[src/rtl/rps_pkg.sv]
// Shared constants and helpers for the rotating-priority requester.
package rps_pkg;
    localparam int NREQ  = 4;
    localparam int CNT_W = 3;
    localparam int ID_W  = 2;

    localparam logic [CNT_W-1:0] CNT_MAX = '1;

    function automatic logic [ID_W-1:0] oh2idx(input logic [NREQ-1:0] oh);
        logic [ID_W-1:0] idx;
        idx = '0;
        for (int i = 0; i < NREQ; i++) begin
            if (oh[i]) idx = idx | ID_W'(i);
        end
        return idx;
    endfunction
endpackage

[src/rtl/rps_requester_if.sv]
// Request/grant bundle between requester (master) and arbiter (slave).
interface rps_requester_if import rps_pkg::*; ();
    logic [NREQ-1:0] req;
    logic            en;
    logic [NREQ-1:0] gnt;

    modport master (output req, output en, input gnt);
    modport slave  (input req, input en, output gnt);
endinterface

[src/rtl/rps_req_chan.sv]
// One request line: saturating pending-event counter.
module rps_req_chan import rps_pkg::*; (
    input  logic clock,
    input  logic reset,
    input  logic push,
    input  logic take,
    output logic req,
    output logic full,
    output logic ovf_evt
);
    logic [CNT_W-1:0] pend;

    assign req  = (pend != '0);
    assign full = (pend == CNT_MAX);
    // A same-cycle take frees a slot, so a push at max is not lost.
    assign ovf_evt = push & full & ~take;

    always_ff @(posedge clock) begin
        if (reset) begin
            pend <= '0;
        end else if (push && !take && !full) begin
            pend <= pend + 1'b1;
        end else if (take && !push) begin
            pend <= pend - 1'b1;
        end
    end
endmodule

[src/rtl/rps_requester.sv]
// Requester agent: queues events per line, checks and consumes grants.
module rps_requester import rps_pkg::*; (
    input  logic              clock,
    input  logic              reset,
    input  logic [NREQ-1:0]   push,
    input  logic              enable,
    rps_requester_if.master   arb,
    output logic              served_valid,
    output logic [ID_W-1:0]   served_id,
    output logic [NREQ-1:0]   full,
    output logic              overflow,
    output logic              proto_err,
    output logic [7:0]        grant_total
);
    logic [NREQ-1:0] req_w;
    logic [NREQ-1:0] take;
    logic [NREQ-1:0] ovf_evt;
    logic            en_w;
    logic            gnt_any;
    logic            gnt_one;
    logic            legal;
    logic            illegal;

    assign en_w    = enable & (|req_w);
    assign arb.req = req_w;
    assign arb.en  = en_w;

    assign gnt_any = (arb.gnt != '0);
    assign gnt_one = gnt_any &&
                     ((arb.gnt & (arb.gnt - 1'b1)) == '0);
    assign legal   = gnt_one && en_w &&
                     ((arb.gnt & ~req_w) == '0);
    assign illegal = gnt_any & ~legal;
    assign take    = {NREQ{legal}} & arb.gnt;

    for (genvar i = 0; i < NREQ; i++) begin : g_chan
        rps_req_chan u_chan (
            .clock   (clock),
            .reset   (reset),
            .push    (push[i]),
            .take    (take[i]),
            .req     (req_w[i]),
            .full    (full[i]),
            .ovf_evt (ovf_evt[i])
        );
    end

    always_ff @(posedge clock) begin
        if (reset) begin
            served_valid <= 1'b0;
            served_id    <= '0;
            overflow     <= 1'b0;
            proto_err    <= 1'b0;
            grant_total  <= '0;
        end else begin
            served_valid <= legal;
            served_id    <= legal ? oh2idx(arb.gnt) : '0;
            overflow     <= overflow | (|ovf_evt);
            proto_err    <= proto_err | illegal;
            if (legal) grant_total <= grant_total + 8'd1;
        end
    end
endmodule

[src/flat_wrapper.sv]
// flat-port wrapper written by rule: the top's interface ports become plain ports
module rps_requester_flat import rps_pkg::*;
  (clock, reset, push, enable, served_valid, served_id, full, overflow, proto_err, grant_total, arb_req, arb_en, arb_gnt);
  rps_requester_if arb_i ();
  input  logic clock;
  input  logic reset;
  input  logic [NREQ-1:0] push;
  input  logic enable;
  output logic served_valid;
  output logic [ID_W-1:0] served_id;
  output logic [NREQ-1:0] full;
  output logic overflow;
  output logic proto_err;
  output logic [7:0] grant_total;
  output wire logic [$bits(arb_i.req)-1:0] arb_req;
  output wire logic [$bits(arb_i.en)-1:0] arb_en;
  input wire logic [$bits(arb_i.gnt)-1:0] arb_gnt;
  assign arb_req = arb_i.req;
  assign arb_en = arb_i.en;
  assign arb_i.gnt = arb_gnt;
  rps_requester u_core (.clock(clock), .reset(reset), .push(push), .enable(enable), .arb(arb_i), .served_valid(served_valid), .served_id(served_id), .full(full), .overflow(overflow), .proto_err(proto_err), .grant_total(grant_total));
endmodule
[config.mk]
export PLATFORM = sky130hd
export DESIGN_NAME = rps_requester_flat
export DESIGN_NICKNAME = d
export VERILOG_FILES = /design/src/rtl/rps_pkg.sv /design/src/rtl/rps_requester_if.sv /design/src/rtl/rps_req_chan.sv /design/src/rtl/rps_requester.sv /design/src/flat_wrapper.sv
export SDC_FILE = /design/constraint.sdc
export NUM_CORES = 1
export LEC_CHECK = 0
export CORE_MARGIN = 1.5
export CORE_UTILIZATION = 30
export DETAILED_ROUTE_END_ITERATION = 6
export GPL_ROUTABILITY_DRIVEN = 0
export PLACE_DENSITY = 0.55
export SLEW_MARGIN = 20
export SYNTH_ARGS = -nofsm -noshare
export SYNTH_HDL_FRONTEND = slang
export SYNTH_SLANG_ARGS = --single-unit
[constraint.sdc]
create_clock -name clock -period 4.3 [get_ports clock]
set_input_delay 0.86 -clock clock [delete_from_list [all_inputs] [get_ports clock]]
set_output_delay 0.86 -clock clock [all_outputs]
set_load 0.005 [all_outputs]
# Word-level counts from Yosys, hierarchy flattened
# Index checks and enable logic that the tools add are counted.
# op_classes
n_eq_ne,4
reduce_logical,41
mux,11
n_bitwise,21
n_addsub,10
# op_table
cell,count
$mux W3,8
$logic_and A1 B1 Y1,15
$add A3 B1 Y3 const B,4
$and A4 B4 Y4,3
$eq A3 B3 Y1 const B,4
$logic_not A1 Y1,12
$reduce_bool A3 Y1,4
$sub A3 B1 Y3 const B,4
$and A1 B1 Y1,10
$add A8 B1 Y8 const B,1
$logic_not A4 Y1,2
$reduce_bool A2 Y1,4
$reduce_or A4 Y1,2
$not A1 Y1,5
$mux W2,2
$not A4 Y4,1
$reduce_bool A4 Y1,1
$sub A4 B1 Y4 const B,1
$or A1 B1 Y1,2
$reduce_or A2 Y1,1
$mux W1,1
# word_totals
inputBits,11
ff_bits,25
wordCells,96
output_inout_bits,22

# Logic depth before layout (Yosys ltp)
# Gate-level depths: netlist (run 1).
# depth
depth_word,11
depth_mapped,11
mapped_depth_nobuf,10

# Cells and area by module
# Synthesis (run 1) repeated with hierarchy kept, for this count alone.
# unflattened
cells_unflattened,185
area_unflattened_um2,1544.0
# modules_own_cells
module,cells_per_inst,area_per_inst_um2,instances
rps_req_chan,27,227.7,4
rps_requester,77,633.1,1

# Worst setup path before layout (run 1)
# OpenSTA, ideal clock, no wires.
# synth_path
path_kind,input to register
from,input port arb_gnt[2]
to,register u_core.g_chan[3].u_chan.pend[2]
required_ps,4214
path_slack_ps,1099
path_buffers,2
t_arrival_ps,3115
path_stages,10
cell_sequence,clkbuf_1 nor4b_1 nor4_2 clkbuf_8 a41oi_2 nand2_1 fa_1 and3_1 mux2_2 a211oi_1
# synth_via
elab_chain_cells,11
elab_cells_between_ends,16
# synth_lines
element,line_no,text
"start, declared",flat_wrapper.sv:17,input wire logic [$bits(arb_i.gnt)-1:0] arb_gnt;
$sub A4 B1 Y4,rps_requester.sv:30,((arb.gnt & (arb.gnt - 1'b1)) == '0);
$and A4 B4 Y4,rps_requester.sv:30,
$logic_not A4 Y1,rps_requester.sv:30,
$logic_and A1 B1 Y1,rps_requester.sv:29,assign gnt_one = gnt_any &&
$logic_and A1 B1 Y1,rps_requester.sv:31,assign legal = gnt_one && en_w &&
$logic_and A1 B1 Y1 (*),rps_requester.sv:31,
$and A4 B4 Y4 (*),rps_requester.sv:34,assign take = {NREQ{legal}} & arb.gnt;
$logic_not A1 Y1,rps_req_chan.sv:21,end else if (push && !take && !full) begin
$logic_and A1 B1 Y1 (2 in series),rps_req_chan.sv:21,
$mux W3 or $reduce_bool A2 Y1 (tied branches),--,
"end signal, assigned",rps_req_chan.sv:22,pend <= pend + 1'b1;
"end signal, assigned",rps_req_chan.sv:24,pend <= pend - 1'b1;
"end, declared",rps_req_chan.sv:11,logic [CNT_W-1:0] pend;
# Mark *: on every way between the ends. The rest lies on a longest branch, timed or not.
# A chain may end at the register's enable or synchronous reset.

# Worst setup path after layout (run 1)
# layout_path
from,input port arb_gnt[0]
to,register u_core.g_chan[3].u_chan.pend[2]
# Same word-level chain as after synthesis.

==> results of run 1 <==
-- cell usage in the layout, fill, tap and decap left out, drive strengths merged, types with 2 or more instances in the layout --
master	n
nor3	3
a211o	4
dfxtp	25
fa	4
nand4	6
o21ai	5
nand3	9
inv	6
clkbuf	3
nand2	17
xor2	3
clkdlybuf4s50	32
nand4b	2
buf	5
a211oi	4
and4	3
nor4b	8
mux2	6
or3	6
a21oi	5
and3	7
a41oi	2
nor2b	3
o22ai	2
nor4	5
xnor2	3
nand2b	7
nor3b	2
nor2	24
mux2i	5
-- worst max-delay path: cells and delay by family --
family          cells  cell delay, ns
mux                 1            0.25
fa+ha+maj           1            0.48
compound gates      2            0.50
buf+inv             1            0.58
simple gates        4            1.00
-- Yosys cell counts (2+ instances only) --
cell type and n:
nand3_1 8, o22ai_1 2, a211oi_1 4, nor3b_1 2
dfxtp_1 25, nand4b_1 2, nor3_1 3, nor2_1 24
and3_1 7, clkbuf_1 3, nand4_1 5, buf_4 9
a21oi_1 5, clkbuf_8 3, nor2b_1 3, mux2i_1 5
and4_2 3, nand2_1 17, o21ai_0 5, nor4b_1 8
xnor2_1 3, a211o_1 3, inv_1 5, fa_1 4
nor4_1 4, or3_1 3, nand2b_1 7, xor2_1 3
mux2_2 4, buf_6 2, or3_4 3
-- path summary, 6_finish.rpt --
path / start / end / slack, ns / cells after the start
worst min register to register: u_core.proto_err$_SDFF_PP0_ / u_core.proto_err$_SDFF_PP0_ / 0.49 / 2
worst min-delay path: u_core.proto_err$_SDFF_PP0_ / u_core.proto_err$_SDFF_PP0_ / 0.49 / 2
worst max-delay path: arb_gnt[0] / u_core.g_chan[3].u_chan.pend[2]$_SDFFE_PP0P_ / 0.82 / 9
worst max register to register: u_core.g_chan[3].u_chan.pend[0]$_SDFFE_PP0P_ / u_core.g_chan[3].u_chan.pend[2]$_SDFFE_PP0P_ / 1.21 / 9
-- layout make-up --
type | instances | area, um2 | area share, %
inverter | 6 | 22.5 | 1.06
clock inverter | 1 | 7.51 | 0.353
clock buffer | 3 | 41.3 | 1.94
multi-input combinational | 155 | 1110 | 52.1
tap | 72 | 90.1 | 4.23
timing repair buffer | 37 | 358 | 16.8
sequential | 25 | 500 | 23.5
-- flip-flops by register name, indices dropped and copies added (netlist names) --
name,count
u_core.proto_err,1
u_core.served_valid,1
u_core.served_id,2
u_core.g_chan.u_chan.pend,12
u_core.overflow,1
u_core.grant_total,8
-- kinds of logic (layout without fill, tap and decap cells) --
logic type | Yosys count | after routing
xor+xnor | 6 | 6
flops | 25 | 25
mux | 11 | 11
compound gates | 27 | 27
simple gates | 106 | 106
buf+inv | 23 | 47
fa+ha+maj | 5 | 5
-- power groups by stage --
stage	registers (W)	logic (W)	clock network [W]
floorplan	0.000270	0.000134	0
global placement	0.000277	0.000171	0
detailed placement	0.000276	0.000172	0
CTS	0.000271	0.000173	0.000157
global route	0.000274	0.000191	0.000168
finish	0.000271	0.000172	0.000149
-- routing by layer --
| layer | part of all wire [%] | routed length, um | up-vias | track usage [%] |
|---|---|---|---|---|
| li1 | - | - | 781 | - |
| met1 | 50 | 2000 | 734 | 17.7 |
| met2 | 45 | 1810 | 26 | 20.3 |
| met3 | 3.0 | 120 | 5 | 2.06 |
| met4 | 1.8 | 72 | 0 | 5.69 |
| met5 | 0 | 0 | - | 0 |
-- through the flow --
stage	util [%]	hold WS (ns)	instance area [um2]	setup WS (ns)	total power (W)
2_1_floorplan	-	0.460	1780	1.10	0.000404
3_3_place_gp	37.1	0.471	2080	0.553	0.000447
3_5_place_dp	37.1	0.472	2080	0.560	0.000448
4_1_cts	38.0	0.496	2130	0.851	0.000601
5_1_grt	38.0	0.528	2130	0.645	0.000632
6_report	38.0	0.486	2130	0.824	0.000592
==> reports/results.ini, run 1 <==
[synth]
syn_inst = 203
ys_seq_elements = 25
synth_compound_area_share_pct = 12.4
yosysSeqAreaShare_pct = 28.2
synthAdderAreaFrac_pct = 5.21
synthFlopType = dfxtp_1
synthMuxAreaShare_pct = 6.84
synth_top_family_by_area = simple AND/OR/NAND/NOR gates
synth_top_area_share_pct = 28.2
syn_nets = 219
synth_xor_xnor_area_share_pct = 2.96
syn-cell-area_um2 = 1780
yosys.area_share.simple_pct = 35.1
avgSynthCellArea_um2 = 8.75
netlist_top_cells_area = dfxtp_1 (28%), nor2_1 (5.1%), fa_1 (4.5%), nor4b_1 (3.9%), buf_4 (3.8%)
synth_edf_count = 0
synth.distinct_cells = 50
synth_top_cell_by_area = dfxtp_1
synth_async_sr_flop_share_pct = 0
yosysWarningCount = 0

[cells_and_area]
fin_nets = 244
diodes = 0
stdcell_count = 299
drive_above_1_share_pct = 12.8
fill_cells = 602
areaGrowthSynthToFinish_pct = 19.9

[sta]
fin_crit_sh_pct = 80.8
grt_setup_unrepaired = no
finalCriticalPeriod_ns = 3.48
hold_viol_final = 0
tns_ns = 0
fin_skew_ns = 0.00281
tightestPinTransition_ns = 0.684
setup_viol = 0
drv_slew = 0
fmax_mhz = 288
maxSlewHeadroom_pct = 54.0

[power_and_ir_drop]
seqPwrFrac_pct = 45.8
swShare_pct = 32.4
p_comb_share_pct = 29.0
ir_drop_v = 0.000129
p_leak_nw = 0.844
clock_power_share_pct = 25.2
powerDensity_nw_per_um2 = 278
internal_power_w = 0.000400
p_sw_w = 0.000191

[floorplanning]
start_util_pct = 31.7
rows = 27
boundaryPins = 33
die_x_um = 79.9
placeableCoreArea_um2 = 5610
fp.dieH_um = 79.9
dieArea_um2 = 6390

[status]
status = finished clean

[drt]
ant_nets = 0
vias_per_cell = 5.17
wirelength_um = 4010
routedWlPerCell_um = 13.4
via_count = 1546
dr.pass1.iters = 4
drtIter0Drc = 66
drc = 0

[flow_run]
drv_cap = 0

[cts]
cts_resized = 0
cts-htree-levels = 1
clockBufferDepth = 2
cts.sinks = 25
post-cts-setup-buffers = 0
cts_tree = done
numCtsBuffers = 3
cts_hold_buf = 0
root_buffer = clkbuf_8
path_clk_slew_ns = 0.09
clk_latency_ns = 0.28

[worst_hold_path]
hold_path_class = flop to flop

[worst_setup_path]
path_max_fanout = 7
critPathMaxStageDelay_ns = 0.58
critPathArrivalTime_ns = 3.68
path_cells = clkdlybuf4s50_1 -> nor4b_1 -> nor4_2 -> a41oi_2 -> nand2_1 -> fa_1 -> and3_1 -> mux2_2 -> a211oi_1
crit_type = input port to flop
worstPathRequired_ns = 4.50
cp-end-kind = flop
startpoint_type = input port
crit_slowest_cell = clkdlybuf4s50_1

[grt]
grt_pass1_vias = 1390
antenna_found_initial = 0
gr-total-overflow = 0
grt_use_total_pct = 13.1
grt_max_degree = 41
grt_pass1_wl_um = 6580

[placed_design]
io_buffers = 32
dp_hpwl_um = 2980
dpl.cell_count = 295

Note: power is estimated with default switching activity, not from simulation.
==> run 2: changes to the inputs <==
--- a/config.mk
+++ b/config.mk
@@ -9,7 +9,7 @@
 export CORE_UTILIZATION = 30
 export DETAILED_ROUTE_END_ITERATION = 6
 export GPL_ROUTABILITY_DRIVEN = 0
-export PLACE_DENSITY = 0.55
+export PLACE_DENSITY = 0.57
 export SLEW_MARGIN = 20
 export SYNTH_ARGS = -nofsm -noshare
 export SYNTH_HDL_FRONTEND = slang
==> constraint.sdc (replaced) <==
create_clock -name clock -period 2.82 [get_ports clock]
set_input_delay 0.564 -clock clock [delete_from_list [all_inputs] [get_ports clock]]
set_output_delay 0.564 -clock clock [all_outputs]
set_load 0.005 [all_outputs]
==> run 2 against run 1 <==
Against the previous run:
- flip-flop and latch count is the same
- clock skew grew 0.0026 ns
- sequential power is 44% higher
- non-clock buffer count rose by 34
- register-to-register slack worse by 1.1 ns
- die area did not move
==> reports/results.ini, run 2 (same netlist as run 1, synthesis figures left out) <==
[worst_setup_path]
cp-end-kind = output port
critPathArrivalTime_ns = 2.19
crit_type = flop to output port
path_cells = or3_4 -> o41ai_4 -> inv_2 -> buf_4 -> clkdlybuf4s50_1
worstPathRequired_ns = 2.26
crit_slowest_cell = clkdlybuf4s50_1
critPathTopFamily = buffers and inverters
critPathBufInv = 3
path_max_fanout = 7
startpoint_type = flop
critPathMaxStageDelay_ns = 0.44

[cts]
clockBufferDepth = 2
root_buffer = clkbuf_8
cts.sinks = 25
clk_latency_ns = 0.27
cts-htree-levels = 1
numCtsBuffers = 3
cts_tree = done
path_clk_slew_ns = 0.09

[sta]
drv_slew = 0
finalCriticalPeriod_ns = 2.75
setup_viol = 0
tightestPinTransition_ns = 0.663
fmax_mhz = 363
fin_crit_sh_pct = 97.6
grt_setup_unrepaired = no
fin_skew_ns = 0.00538
maxSlewHeadroom_pct = 55.7
hold_viol_final = 0

[drt]
drtIter0Drc = 88
dr.pass1.iters = 4
ant_nets = 0
vias_per_cell = 5.04
wirelength_um = 4430
routedWlPerCell_um = 13.3
via_count = 1679
drc = 0

[floorplanning]
fp.dieH_um = 79.9
placeableCoreArea_um2 = 5610
boundaryPins = 33
dieArea_um2 = 6390
start_util_pct = 31.7
rows = 27
die_x_um = 79.9

[cells_and_area]
areaGrowthSynthToFinish_pct = 37.5
drive_above_1_share_pct = 27.6
final_common_cell = buf_4
diodes = 0
largest_reg_flops = 12
regMostFlops = u_core.g_chan.u_chan.pend
regArea_um2 = 500
fin_nets = 278
stdcell_count = 333
fill_cells = 567
multi_input_area_um2 = 1160
largestRegisters = u_core.g_chan.u_chan.pend: 12 flops, u_core.grant_total: 8 flops, u_core.served_id: 2 flops
final_cell_mix = buf_4 (38), clkdlybuf4s50_1 (28), dfxtp_1 (25)
final_util_pct = 43.5
final_area_um2 = 2440

[status]
status = finished clean

[worst_hold_path]
hold_path_class = flop to flop

[power_and_ir_drop]
ir_drop_v = 0.000244
p_leak_nw = 1.05
power.total_w = 0.000981
powerDensity_nw_per_um2 = 402

[placed_design]
postPlaceCellArea_um2 = 2330
dpl.cell_count = 327
io_buffers = 32
dp_hpwl_um = 3420

[flow_run]
drv_cap = 0

[grt]
met3_usage_pct = 1.49
grt_use_met1_pct = 19.6
grt_max_degree = 19
grt_pass1_vias = 1572
use_met2_pct = 24.3
grt_use_total_pct = 14.6
gr-total-overflow = 0
grt_pass1_wl_um = 7290
antenna_found_initial = 0
top_usage_layer = met2

-- run 2: cell types whose count changed in the layout (fill, tap and decap cells not counted), moves of 2 or more --
| cell | change |
|---|---|
| buf_4 | +33 |
| nor4b_1 | -5 |
| clkdlybuf4s50_1 | -4 |
| nor4b_2 | +4 |
| dlygate4sd2_1 | +2 |
| dlymetal6s2s_1 | +2 |
| fa_1 | -2 |
| fa_2 | +2 |
-- run 2: per-layer routing --
layer | up-vias | routed length, um
met5 | - | 0
met4 | 0 | 47
met2 | 24 | 2120
met3 | 2 | 115
li1 | 858 | -
met1 | 795 | 2150
-- run 2: path summary, 6_finish.rpt --
check / start / end / slack [ns] / cells past startpoint
worst min-delay path: u_core.proto_err$_SDFF_PP0_ / u_core.proto_err$_SDFF_PP0_ / 0.50 / 2
worst max register to register: u_core.g_chan[2].u_chan.pend[2]$_SDFFE_PP0P_ / u_core.g_chan[1].u_chan.pend[2]$_SDFFE_PP0P_ / 0.12 / 9
worst max-delay path: u_core.g_chan[2].u_chan.pend[2]$_SDFFE_PP0P_ / arb_en / 0.07 / 5
worst min register to register: u_core.proto_err$_SDFF_PP0_ / u_core.proto_err$_SDFF_PP0_ / 0.50 / 2
-- run 2: power by group --
group          internal [W]  switching, W
clock             0.0000988      0.000118
sequential         0.000376     0.0000127
combinational      0.000195      0.000180
-- run 2: worst register-to-register path, delay by kind of cell (launching register included) --
kind	cells	cell delay, ns
muxes	2	0.48
AOI/OAI and AO/OA	1	0.41
buffers and inverters	1	0.14
adders and majority gates	1	0.40
and+or+nand+nor	4	0.83
DFF	1	0.32
-- run 2: cell type report --
| class | instances | share of cell area (%) |
|---|---|---|
| Inverter | 6 | 0.923 |
| Clock inverter | 1 | 0.205 |
| Clock buffer | 3 | 1.69 |
| Timing Repair Buffer | 71 | 25.4 |
| Multi-Input combinational cell | 155 | 47.6 |
| Sequential cell | 25 | 20.5 |
| Tap cell | 72 | 3.69 |
-- run 2: timing repair --
| action | in CTS | in global routing |
|---|---|---|
| setup endpoints to repair | 5 | 7 |
| pin swaps | 5 | 4 |
| resized for setup | 10 | 4 |
| hold buffers | 0 | 0 |
| setup buffers | 1 | 1 |
-- run 2: per-stage QoR --
| step | setup WS, ns | hold slack, ns | TNS (ns) |
|---|---|---|---|
| 3_5_place_dp | -0.414 | 0.484 | -1.90 |
| 2_1_floorplan | 0.000502 | 0.460 | 0 |
| 5_1_grt | 0.0107 | 0.521 | 0 |
| 4_1_cts | 0.0126 | 0.506 | 0 |
| 6_report | 0.0681 | 0.496 | 0 |
| 3_3_place_gp | -0.345 | 0.473 | -1.62 |
==> run 3: changes to the inputs <==
--- a/config.mk
+++ b/config.mk
@@ -7,10 +7,12 @@
 export LEC_CHECK = 0
 export CORE_MARGIN = 1.5
 export CORE_UTILIZATION = 30
+export CTS_CLUSTER_SIZE = 20
 export DETAILED_ROUTE_END_ITERATION = 6
 export GPL_ROUTABILITY_DRIVEN = 0
 export PLACE_DENSITY = 0.57
-export SLEW_MARGIN = 20
+export RECOVER_POWER = 50
+export SLEW_MARGIN = 15
 export SYNTH_ARGS = -nofsm -noshare
 export SYNTH_HDL_FRONTEND = slang
 export SYNTH_SLANG_ARGS = --single-unit
==> run 3 against run 2 <==
Against the previous run:
- non-clock buffer count unchanged
- register-to-register slack about the same
- highest routed layer unchanged
- core utilization shrank 0.29 points
- combinational power fell by 2%
- fmax up 0.42%
- final cell count did not move
==> reports/results.ini, run 3 (same netlist as run 1, synthesis figures left out) <==
[cells_and_area]
fin_nets = 278
final_area_um2 = 2420
multi_input_area_um2 = 1160
final_cell_mix = buf_4 (34), dfxtp_1 (25), nor2_1 (23)
diodes = 0
largestRegisters = u_core.g_chan.u_chan.pend: 12 flops, u_core.grant_total: 8 flops, u_core.served_id: 2 flops
largest_reg_flops = 12
fill_cells = 571
final_common_cell = buf_4
drive_above_1_share_pct = 26.1
final_util_pct = 43.2
areaGrowthSynthToFinish_pct = 36.6
regArea_um2 = 500
regMostFlops = u_core.g_chan.u_chan.pend

[cts]
cts.sinks = 25
clk_latency_ns = 0.27
path_clk_slew_ns = 0.09
root_buffer = clkbuf_8
cts_tree = done
clockBufferDepth = 2
numCtsBuffers = 3
cts-htree-levels = 1

[drt]
dr.pass1.iters = 4
routedWlPerCell_um = 13.3
wirelength_um = 4440
via_count = 1680
drtIter0Drc = 76
drc = 0
vias_per_cell = 5.05
ant_nets = 0

[worst_setup_path]
startpoint_type = flop
crit_type = flop to output port
cp-end-kind = output port
path_max_fanout = 7
worstPathRequired_ns = 2.26
critPathArrivalTime_ns = 2.18

[floorplanning]
die_x_um = 79.9
rows = 27
dieArea_um2 = 6390
start_util_pct = 31.7
boundaryPins = 33
placeableCoreArea_um2 = 5610
fp.dieH_um = 79.9

[grt]
grt_use_total_pct = 14.6
antenna_found_initial = 0
grt_pass1_wl_um = 7290
grt_pass1_vias = 1572
grt_max_degree = 19
gr-total-overflow = 0

[sta]
maxSlewHeadroom_pct = 55.8
fin_skew_ns = 0.00505
fin_crit_sh_pct = 97.2
drv_slew = 0
tightestPinTransition_ns = 0.661
finalCriticalPeriod_ns = 2.74
tns_ns = 0
fmax_mhz = 365
hold_viol_final = 0
grt_setup_unrepaired = no
setup_viol = 0

[placed_design]
dp_hpwl_um = 3420
io_buffers = 32
postPlaceCellArea_um2 = 2330

[power_and_ir_drop]
p_leak_nw = 1.09
ir_drop_v = 0.000244
powerDensity_nw_per_um2 = 402

[flow_run]
drv_cap = 0

[status]
status = finished clean

[worst_hold_path]
hold_path_class = flop to flop

-- run 3: through the flow --
step / worst slack, ns / power, W / hold slack, ns / cells
3_5_place_dp: -0.414 / 0.000750 / 0.484 / 327
4_1_cts: 0.0126 / 0.000981 / 0.506 / 332
6_report: 0.0796 / 0.000974 / 0.491 / 333
2_1_floorplan: 0.000502 / 0.000617 / 0.460 / 203
5_1_grt: 0.0123 / 0.00103 / 0.516 / 333
3_3_place_gp: -0.345 / 0.000747 / 0.473 / 327
-- run 3: critical path: stages, from the launching register on --
cell,delay (ns)
dfxtp_1,0.32
or3_4,0.41
o41ai_4,0.41
inv_2,0.14
buf_4,0.18
clkdlybuf4s50_1,0.44
-- run 3: report_power, final --
group	leakage [nW]	switching [W]	internal (W)
clock network	0.0255	0.000118	0.0000988
logic	0.857	0.000179	0.000190
registers	0.204	0.0000124	0.000376
-- run 3: cell type report --
class / count / share of cell area, %
Clock buffer: 3 / 1.70
Sequential cell: 25 / 20.6
Timing Repair Buffer: 71 / 25.1
Tap cell: 72 / 3.72
Multi-Input combinational cell: 155 / 47.7
Clock inverter: 1 / 0.206
Inverter: 6 / 0.929
-- run 3: final timing paths --
kind | startpoint | to | slack, ns | cells after the start
worst min register to register | u_core.proto_err$_SDFF_PP0_ | u_core.proto_err$_SDFF_PP0_ | 0.49 | 2
worst max-delay path | u_core.g_chan[2].u_chan.pend[2]$_SDFFE_PP0P_ | arb_en | 0.08 | 5
worst min-delay path | u_core.proto_err$_SDFF_PP0_ | u_core.proto_err$_SDFF_PP0_ | 0.49 | 2
worst max register to register | u_core.g_chan[2].u_chan.pend[2]$_SDFFE_PP0P_ | u_core.g_chan[1].u_chan.pend[2]$_SDFFE_PP0P_ | 0.13 | 9
-- run 3: layer usage --
layer	vias to the layer above	wire length, um	global-route usage [%]
li1	859	-	-
met2	22	2120	24.3
met4	0	42	4.83
met3	2	127	1.49
met5	-	0	0
met1	797	2150	19.6
-- run 3: repair_timing --
item	CTS	global route
hold buffers	0	0
setup buffers	1	1
endpoints found under the setup margin	5	7
pin swaps	5	4
gates resized for setup	10	4
